--- src/rtl/regbank_write_issuer_if.sv ---
// regbank_write_issuer_if: request, clear and bank-write signals shared by the datapath,
// the write issuer and the register bank.
interface regbank_write_issuer_if #(
    parameter int DATA_WIDTH = 32
);
    logic                  req_valid;
    logic                  req_ready;
    logic [4:0]            req_reg;
    logic [DATA_WIDTH-1:0] req_data;
    logic [DATA_WIDTH-1:0] req_pid;
    logic                  req_jal;
    logic                  req_rwc;
    logic [DATA_WIDTH-1:0] req_pc;
    logic                  clr_start;
    logic [DATA_WIDTH-1:0] clr_pid;
    logic                  clr_ready;
    logic                  clr_done;
    logic                  err_pid;
    logic                  RegWrite;
    logic [4:0]            WriteRegister;
    logic [DATA_WIDTH-1:0] WriteData;
    logic [DATA_WIDTH-1:0] writepId;
    logic                  Jal;
    logic                  rwc;
    logic [DATA_WIDTH-1:0] PC;

    modport master (
        output req_valid, req_reg, req_data, req_pid, req_jal, req_rwc, req_pc, clr_start, clr_pid,
        input  req_ready, clr_ready, clr_done, err_pid,
        input  RegWrite, WriteRegister, WriteData, writepId, Jal, rwc, PC
    );

    modport slave (
        input  req_valid, req_reg, req_data, req_pid, req_jal, req_rwc, req_pc, clr_start, clr_pid,
        output req_ready, clr_ready, clr_done, err_pid,
        output RegWrite, WriteRegister, WriteData, writepId, Jal, rwc, PC
    );
endinterface

--- src/rtl/regbank_write_issuer.sv ---
// regbank_write_issuer: buffers datapath writebacks in a small FIFO and issues them to the
// register bank one per cycle; also sequences a zeroing sweep of registers 1..31 of one track.
module regbank_write_issuer #(
    parameter int DATA_WIDTH = 32,
    parameter int TRACKS     = 2,
    parameter int FIFO_DEPTH = 4
) (
    input logic                   clock,
    input logic                   reset,
    regbank_write_issuer_if.slave bus
);
    localparam int AW = $clog2(FIFO_DEPTH);
    localparam int CW = AW + 1;
    localparam logic [CW-1:0] FULL = CW'(FIFO_DEPTH);
    localparam logic [DATA_WIDTH-1:0] TRACK_LIMIT = DATA_WIDTH'(TRACKS);
    localparam logic [1:0] IDLE  = 2'd0;
    localparam logic [1:0] DRAIN = 2'd1;
    localparam logic [1:0] CLEAR = 2'd2;
    localparam logic [1:0] DONE  = 2'd3;

    logic [1:0]            state;
    logic [1:0]            state_next;
    logic [CW-1:0]         count;
    logic [AW-1:0]         wr_ptr;
    logic [AW-1:0]         rd_ptr;
    logic [4:0]            idx;
    logic [DATA_WIDTH-1:0] clr_track;
    logic [4:0]            f_reg  [FIFO_DEPTH];
    logic [DATA_WIDTH-1:0] f_data [FIFO_DEPTH];
    logic [DATA_WIDTH-1:0] f_pid  [FIFO_DEPTH];
    logic [DATA_WIDTH-1:0] f_pc   [FIFO_DEPTH];
    logic                  f_jal  [FIFO_DEPTH];
    logic                  f_rwc  [FIFO_DEPTH];
    logic                  accept;
    logic                  pid_ok;
    logic                  push;
    logic                  pop;
    logic                  clr_bad;
    logic                  clr_go;

    assign bus.req_ready = count < FULL && state == IDLE;
    assign bus.clr_ready = state == IDLE;
    assign accept  = bus.req_valid && bus.req_ready;
    // Cross-track writes always target track 1, so their pid field is not range checked.
    assign pid_ok  = bus.req_rwc || bus.req_pid < TRACK_LIMIT;
    assign push    = accept && pid_ok;
    assign pop     = (state == IDLE || state == DRAIN) && count != '0;
    assign clr_bad = state == IDLE && bus.clr_start && bus.clr_pid >= TRACK_LIMIT;
    assign clr_go  = state == IDLE && bus.clr_start && bus.clr_pid < TRACK_LIMIT;

    always_comb begin
        state_next = state == IDLE  ? (clr_go ? DRAIN : IDLE) :
                     state == DRAIN ? (count == '0 ? CLEAR : DRAIN) :
                     state == CLEAR ? (idx == 5'd31 ? DONE : CLEAR) : IDLE;
    end

    always_ff @(posedge clock) begin
        if (push) begin
            f_reg[wr_ptr]  <= bus.req_reg;
            f_data[wr_ptr] <= bus.req_data;
            f_pid[wr_ptr]  <= bus.req_pid;
            f_pc[wr_ptr]   <= bus.req_pc;
            f_jal[wr_ptr]  <= bus.req_jal;
            f_rwc[wr_ptr]  <= bus.req_rwc;
        end
    end

    always_ff @(posedge clock or posedge reset) begin
        if (reset) begin
            state             <= IDLE;
            count             <= '0;
            wr_ptr            <= '0;
            rd_ptr            <= '0;
            idx               <= '0;
            clr_track         <= '0;
            bus.err_pid       <= 1'b0;
            bus.clr_done      <= 1'b0;
            bus.RegWrite      <= 1'b0;
            bus.WriteRegister <= '0;
            bus.WriteData     <= '0;
            bus.writepId      <= '0;
            bus.Jal           <= 1'b0;
            bus.rwc           <= 1'b0;
            bus.PC            <= '0;
        end else begin
            state        <= state_next;
            count        <= count + CW'(push) - CW'(pop);
            wr_ptr       <= push ? wr_ptr + 1'b1 : wr_ptr;
            rd_ptr       <= pop ? rd_ptr + 1'b1 : rd_ptr;
            clr_track    <= clr_go ? bus.clr_pid : clr_track;
            idx          <= state == DRAIN ? 5'd1 : (state == CLEAR && idx != 5'd31) ? idx + 5'd1 : idx;
            bus.err_pid  <= (accept && !pid_ok) || clr_bad;
            bus.clr_done <= state == DONE;
            bus.RegWrite <= pop || state == CLEAR;
            if (pop) begin
                bus.WriteRegister <= f_reg[rd_ptr];
                bus.WriteData     <= f_data[rd_ptr];
                bus.writepId      <= f_pid[rd_ptr];
                bus.Jal           <= f_jal[rd_ptr];
                bus.rwc           <= f_rwc[rd_ptr];
                bus.PC            <= f_pc[rd_ptr];
            end else if (state == CLEAR) begin
                bus.WriteRegister <= idx;
                bus.WriteData     <= '0;
                bus.writepId      <= clr_track;
                bus.Jal           <= 1'b0;
                bus.rwc           <= 1'b0;
            end
        end
    end
endmodule
--- src/flat_wrapper.sv ---
// flat-port wrapper written by rule: the top's interface ports become plain ports
module regbank_write_issuer_flat 
#(
    parameter int DATA_WIDTH = 32,
    parameter int TRACKS     = 2,
    parameter int FIFO_DEPTH = 4
)
  (clock, reset, bus_req_valid, bus_req_reg, bus_req_data, bus_req_pid, bus_req_jal, bus_req_rwc, bus_req_pc, bus_clr_start, bus_clr_pid, bus_req_ready, bus_clr_ready, bus_clr_done, bus_err_pid, bus_RegWrite, bus_WriteRegister, bus_WriteData, bus_writepId, bus_Jal, bus_rwc, bus_PC);
  regbank_write_issuer_if #(.DATA_WIDTH(DATA_WIDTH)) bus_i ();
  input logic clock;
  input logic reset;
  input wire logic [$bits(bus_i.req_valid)-1:0] bus_req_valid;
  input wire logic [$bits(bus_i.req_reg)-1:0] bus_req_reg;
  input wire logic [$bits(bus_i.req_data)-1:0] bus_req_data;
  input wire logic [$bits(bus_i.req_pid)-1:0] bus_req_pid;
  input wire logic [$bits(bus_i.req_jal)-1:0] bus_req_jal;
  input wire logic [$bits(bus_i.req_rwc)-1:0] bus_req_rwc;
  input wire logic [$bits(bus_i.req_pc)-1:0] bus_req_pc;
  input wire logic [$bits(bus_i.clr_start)-1:0] bus_clr_start;
  input wire logic [$bits(bus_i.clr_pid)-1:0] bus_clr_pid;
  output wire logic [$bits(bus_i.req_ready)-1:0] bus_req_ready;
  output wire logic [$bits(bus_i.clr_ready)-1:0] bus_clr_ready;
  output wire logic [$bits(bus_i.clr_done)-1:0] bus_clr_done;
  output wire logic [$bits(bus_i.err_pid)-1:0] bus_err_pid;
  output wire logic [$bits(bus_i.RegWrite)-1:0] bus_RegWrite;
  output wire logic [$bits(bus_i.WriteRegister)-1:0] bus_WriteRegister;
  output wire logic [$bits(bus_i.WriteData)-1:0] bus_WriteData;
  output wire logic [$bits(bus_i.writepId)-1:0] bus_writepId;
  output wire logic [$bits(bus_i.Jal)-1:0] bus_Jal;
  output wire logic [$bits(bus_i.rwc)-1:0] bus_rwc;
  output wire logic [$bits(bus_i.PC)-1:0] bus_PC;
  assign bus_i.req_valid = bus_req_valid;
  assign bus_i.req_reg = bus_req_reg;
  assign bus_i.req_data = bus_req_data;
  assign bus_i.req_pid = bus_req_pid;
  assign bus_i.req_jal = bus_req_jal;
  assign bus_i.req_rwc = bus_req_rwc;
  assign bus_i.req_pc = bus_req_pc;
  assign bus_i.clr_start = bus_clr_start;
  assign bus_i.clr_pid = bus_clr_pid;
  assign bus_req_ready = bus_i.req_ready;
  assign bus_clr_ready = bus_i.clr_ready;
  assign bus_clr_done = bus_i.clr_done;
  assign bus_err_pid = bus_i.err_pid;
  assign bus_RegWrite = bus_i.RegWrite;
  assign bus_WriteRegister = bus_i.WriteRegister;
  assign bus_WriteData = bus_i.WriteData;
  assign bus_writepId = bus_i.writepId;
  assign bus_Jal = bus_i.Jal;
  assign bus_rwc = bus_i.rwc;
  assign bus_PC = bus_i.PC;
  regbank_write_issuer #(.DATA_WIDTH(DATA_WIDTH), .TRACKS(TRACKS), .FIFO_DEPTH(FIFO_DEPTH)) u_core (.clock(clock), .reset(reset), .bus(bus_i));
endmodule
--- config.mk ---
export PLATFORM = sky130hd
export DESIGN_NAME = regbank_write_issuer_flat
export DESIGN_NICKNAME = d
export VERILOG_FILES = /design/src/rtl/regbank_write_issuer_if.sv /design/src/rtl/regbank_write_issuer.sv /design/src/flat_wrapper.sv
export SDC_FILE = /design/constraint.sdc
export NUM_CORES = 1
export LEC_CHECK = 0
export CORE_MARGIN = 3
export CORE_UTILIZATION = 40
export DETAILED_ROUTE_END_ITERATION = 8
export PLACE_DENSITY_LB_ADDON = 0.25
export SYNTH_ARGS = -nofsm -noshare
export SYNTH_HDL_FRONTEND = slang
export SYNTH_SLANG_ARGS = --single-unit
--- constraint.sdc ---
create_clock -name clock -period 11.62 [get_ports clock]
set_clock_uncertainty 0.1 [all_clocks]
set_input_delay 2.324 -clock clock [delete_from_list [all_inputs] [get_ports clock]]
set_output_delay 2.324 -clock clock [all_outputs]
set_load 0.005 [all_outputs]
==> metrics.txt, run 1 <==
core footprint 51900 µm²; max-cap violation count 0; multiplexer area fraction after synthesis 17.1%; via count of the routed design 10300; total leakage power 9.42 nW; Max IR drop VDD 0.126 mV; Data required, critical path 11.75 ns; Post CTS Setup Buffer Count 0; H-tree levels 2; GRT overflow 0; status completed; Die X 236 µm; first-pass iteration count of the detailed router 5; Final Util 50.9%; Netlist Area Pre-Place 21200 µm²; synth unique cells 40; Synth Area in XOR/XNOR 0.206%; Post-CTS Resized 0; worst-path fanout max 39; top flop regs u_core.f_data (128), u_core.f_pc (128), u_core.f_pid (128); Post-synth EDFFs 412; Layout area overhead 24.3%; CTS Buffer Depth 3; Critical Path End Type flop; Skew-Pair Late Insertion Delay 0.60 ns; Adder-Cell Fraction of Synth Area 0.565%; Crit path top cell by count buf_4; clk slew on worst S/H paths 0.06 ns; crit path DAT 5.48 ns; crit path cell chain clkdlybuf4s50_1, nor4_1, and4_1, a21oi_1, nor3b_2, buf_4, buf_4; HPWL after detailed placement 27100 µm; total chip power 6.31 mW; worst min-delay path class flop to flop; CP Launch Type primary input; highest clock rate 187 MHz; Compound-Gate Fraction of Synth Area 1.97%; final setup TNS 0 ns; Post-Synthesis Cells 987; IO buf count 246; RSZ-0062 raised after global routing false; syn_area_per_cell 21.5 µm²; CTS tree yes; flip-flop and latch count after synthesis 564; Hold-fix buffers, CTS 0; area of the multi-input gates 4780 µm²; initial antenna violation count 6; CP max stage delay 0.59 ns; largest net degree at the start of global routing 83; hold_ws 0.399 ns; I/O Pins 247; Crit Path Class primary input to flop; Rel. slew slack 24.3%; Avg WL per Cell 23.3 µm; nets@finish 1412; Vias/cell 5.16; Fillers 4165; PD cells 239 nW/µm²; Mapped Nets 1135; cell area after layout 26400 µm²; routability cong. 0.700; vias in the first global route 11200; fraction of layout cells with a size suffix above 1 25.1%; Final Hold Viols 0; CTS sink cnt 564; Inserted Clock Buffers 57; Post-DP Area 24500 µm²; routed wire length 46400 µm; Initial DRC Count 612; sequential-to-total area share from yosys stat 76.2%; crit share post-route 46.1%; Slew Limit Fails 0; Die Height 236 µm; final setup vio count 0; Die ar. 55900 µm²; Initial Util 40.9%; Root Driver clkbuf_16; register area 16200 µm²; DRC Markers 0; Row Count 83; Top FF cell, synth edfxtp_1; Post-Synth Simple-Gate Area 2.50%; worst-margin pin slew 1.14 ns; Synth Warn # 0; post-route antenna net violation count 0; first-pass GRT wire length 70900 µm; main combinational cell family by area after synthesis multiplexers; Worst path slowest cell buf_4; fin crit period 5.36 ns; Tot GR Track Use 16.7%; Post-synth ARST share 27.0%
cells in the mapped netlist, types with 2 or more instances:
cell / n / area share [%]
a211o_1: 2 / 0.082
a21oi_1: 4 / 0.094
a22o_1: 34 / 1.4
a22oi_1: 2 / 0.071
and3_1: 2 / 0.059
and4_1: 2 / 0.082
buf_1: 2 / 0.035
buf_2: 15 / 0.35
buf_4: 6 / 0.21
buf_6: 7 / 0.37
clkbuf_1: 17 / 0.30
dfrtp_1: 152 / 18
edfxtp_1: 412 / 58
ha_1: 8 / 0.47
inv_1: 11 / 0.19
mux2_2: 77 / 4.1
mux2_4: 30 / 2.1
mux4_2: 103 / 11
nand2_1: 9 / 0.16
nand3_1: 3 / 0.071
nand4_1: 5 / 0.15
nor2_1: 8 / 0.14
nor2_4: 2 / 0.11
nor2b_1: 31 / 0.91
nor3_1: 4 / 0.094
nor3_2: 2 / 0.094
nor3b_1: 4 / 0.14
nor4_1: 14 / 0.41
o21ai_0: 5 / 0.12
xnor2_1: 4 / 0.16
cell usage in the layout (no fill, tap or decap), types with 3 or more instances in the layout:
cell / n
ha_1: 8
nor2b_1: 31
dfrtp_1: 150
o21ai_0: 5
nor4_1: 14
a21oi_1: 4
clkinv_2: 8
clkbuf_16: 58
edfxtp_1: 412
mux2_2: 77
bufinv_16: 7
clkinvlp_4: 7
nand3_1: 3
clkbuf_8: 4
a22o_1: 34
buf_4: 19
nand4_1: 5
clkinv_1: 9
xnor2_1: 4
clkdlybuf4s50_1: 246
inv_1: 10
nand2_1: 9
nor2_1: 8
nor3b_2: 4
nor3_1: 4
mux2_4: 30
clkbuf_1: 10
mux4_2: 103
area by class of cell:
class                   count  area share, %
flip-flops and latches    564           61.3
multi-input cells         364           18.1
repair buffers            265           9.87
clock buffers              72           5.85
well taps                 680           3.22
clock inverters            35           1.49
inverters                  12          0.190
diodes                      1        0.00948
cell families (layout without fill, tap and decap cells):
family,Yosys count,in the layout
flip-flops,564,564
multiplexers,210,210
AND/OR/NAND/NOR,88,88
buffers and inverters,59,384
AO/OA/AOI/OAI,52,52
adder cells (fa/ha/maj),9,9
XOR/XNOR,5,5
other,0,1
power by group:
part           total (mW)  switching, mW  internal, mW  leakage, nW
logic                1.73          0.662          1.07         2.89
clock network        1.86          0.763          1.10        0.928
registers            2.72          0.230          2.49         5.60
per-stage QoR:
stage / setup slack [ns] / instances
final: 6.26 / 1993
after global routing: 5.95 / 1992
after CTS: 6.19 / 1992
after detailed placement: 5.54 / 1885
after global placement: 5.61 / 1885
after floorplan: 0.271 / 987
per-layer routing:
metal	track usage, %	vias to the layer above	part of all wire [%]	routed length (µm)
met1	22.9	5377	43	19800
met2	27.1	292	48	22500
met4	3.43	10	1.5	717
met5	0	-	0.16	76
met3	4.65	63	7.2	3330
li1	-	4547	-	-
critical path, delay by kind of cell:
family          cells  cell delay [ns]
simple gates        3             1.22
buf+inv             3             1.60
compound gates      1             0.27
final timing paths:
check                                      from                     end  slack [ns]  cells after the start
min in group asynchronous                 reset  u_core.bus.writepId[2]        2.19                      2
max                             bus_req_pid[25]     u_core.f_data[2][5]        6.26                      7
min                        u_core.clr_track[25]    u_core.clr_track[25]        0.40                      1
min reg2reg                u_core.clr_track[25]    u_core.clr_track[25]        0.40                      1
max in group asynchronous                 reset        u_core.bus.PC[4]        7.72                      3
max reg2reg                     u_core.state[1]         u_core.count[2]        8.27                      8
Power figures use the tool's default switching activity.
==> inputs of run 2 (changes only) <==
clock period = 5.01 ns   (was 11.62 ns; I/O delays follow)
==> metrics.txt, run 2 (synthesized netlist as in run 1, its figures left out) <==
status completed; core footprint 51900 µm²; Post-Layout Cell Count 1994; RR Endpoint u_core.bus.PC[17]; crit path DAT 3.65 ns; area of the multi-input gates 4800 µm²; clk slew on worst S/H paths 0.06 ns; via count of the routed design 10500; post-route antenna net violation count 0; DRC Markers 0; Skew-Pair Late Insertion Delay 0.60 ns; top flop regs u_core.f_data (128), u_core.f_pc (128), u_core.f_pid (128); Row Count 83; most frequent cells in the layout 412 x edfxtp_1, 246 x clkdlybuf4s50_1, 150 x dfrtp_1; Inserted Clock Buffers 58; Critical Path Start bus_req_pid[19]; Tot GR Track Use 16.9%; CTS tree yes; vias in the first global route 11400; hold depth 1; highest clock rate 284 MHz; worst-margin pin slew 1.22 ns; Vias/cell 5.25; Hold-fix buffers, CTS 0; Critical Path End Type flop; delay-heaviest family, CP simple AND/OR/NAND/NOR gates; Rel. slew slack 18.9%; max-cap violation count 0; routed wire length 46700 µm; Root Driver clkbuf_16; Critical R2R Launch u_core.state[1]; hold_sp u_core.clr_track[29]; Final Hold Viols 0; pre-CTS setup slack 0.786 ns; CTS sink cnt 564; Data required, critical path 5.14 ns; CP max stage delay 0.55 ns; Die ar. 55900 µm²; Slew Limit Fails 0; placed cell count 1883; Post CTS Setup Buffer Count 0; initial antenna violation count 11; HPWL after detailed placement 27400 µm; fraction of layout cells with a size suffix above 1 25.0%; commonest non-fill, non-tap cell in the layout edfxtp_1; Hold Path Sink u_core.clr_track[29]; I/O Pins 247; GRT overflow 0; Initial Util 40.9%; CTS Buffer Depth 3; routability cong. 0.704; Worst path slowest cell nor4_1; CP Launch Type primary input; R2R setup slack 2.14 ns; Die X 236 µm; register area 16200 µm²; worst min-delay path class flop to flop; PD cells 550 nW/µm²; H-tree levels 2; R2R depth 4; Max IR drop VDD 0.320 mV; RSZ-0062 raised after global routing false; first-pass GRT wire length 72100 µm; total leakage power 9.45 nW; crit share post-route 70.4%; Layout area overhead 24.7%; fin crit period 3.53 ns; IO buf count 246; final setup vio count 0; worst setup margin 1.48 ns; final setup TNS 0 ns; Initial DRC Count 528; worst-path fanout max 31; Fillers 4169; Avg WL per Cell 23.4 µm; Buf/Inv on CP 2; Crit Path Class primary input to flop; Die Height 236 µm; crit path cell chain clkdlybuf4s50_1, nor4_1, and4_1, a21oi_1, nor3b_4, buf_4; nets@finish 1411; Post-CTS Resized 0; first-pass iteration count of the detailed router 5; largest net degree at the start of global routing 73
==> run 2: cell type report <==
class                   instances  share of cell area, %
diodes                          2                 0.0189
flip-flops and latches        564                   61.1
clock buffers                  83                   6.25
multi-input cells             364                   18.1
inverters                      12                  0.184
repair buffers                263                   10.2
clock inverters                26                  0.888
well taps                     680                   3.21
==> run 2: worst reg2reg max path, cell delays in order, from the launching register on <==
cell and delay, ns:
dfrtp_1 0.53, nor2_4 0.20, buf_4 0.77, buf_4 0.71, mux2_2 0.44
==> run 2: stage by stage <==
stage	cell area, µm²	hold slack (ns)	util [%]	power [mW]
finish	26500	0.397	51.0	14.6
global route	26500	0.412	51.0	15.3
CTS	26500	0.400	51.0	14.8
detailed placement	24600	0.381	47.4	10.5
global placement	24600	0.378	47.4	10.5
floorplan	21300	0.360	-	8.78
==> run 2: routing by layer <==
metal | vias up | share of wire [%] | GRT usage [%]
met5 | - | 0.22 | 0
met3 | 82 | 6.1 | 3.91
met2 | 298 | 48 | 27.1
met1 | 5524 | 44 | 23.3
met4 | 16 | 2.2 | 4.75
li1 | 4540 | - | -
==> run 2: worst max path at each step <==
| stage | endpoint | slack, ns | cells past startpoint |
|---|---|---|---|
| final | u_core.f_pc[3][30] | 1.48 | 6 |
| after global routing | u_core.f_pc[0][11] | 1.38 | 6 |
| after CTS | u_core.f_pc[0][30] | 1.43 | 6 |
| after detailed placement | u_core.f_pc[0][8] | 0.79 | 6 |
| after global placement | u_core.f_pc[0][29] | 0.82 | 6 |
| after floorplan | u_core.f_data[0][0] | -1.39 | 4 |
==> run 2: where the power goes <==
group	switching [mW]	internal, mW
logic	1.45	2.51
registers	0.621	5.76
clock network	1.76	2.45
total	3.84	10.7
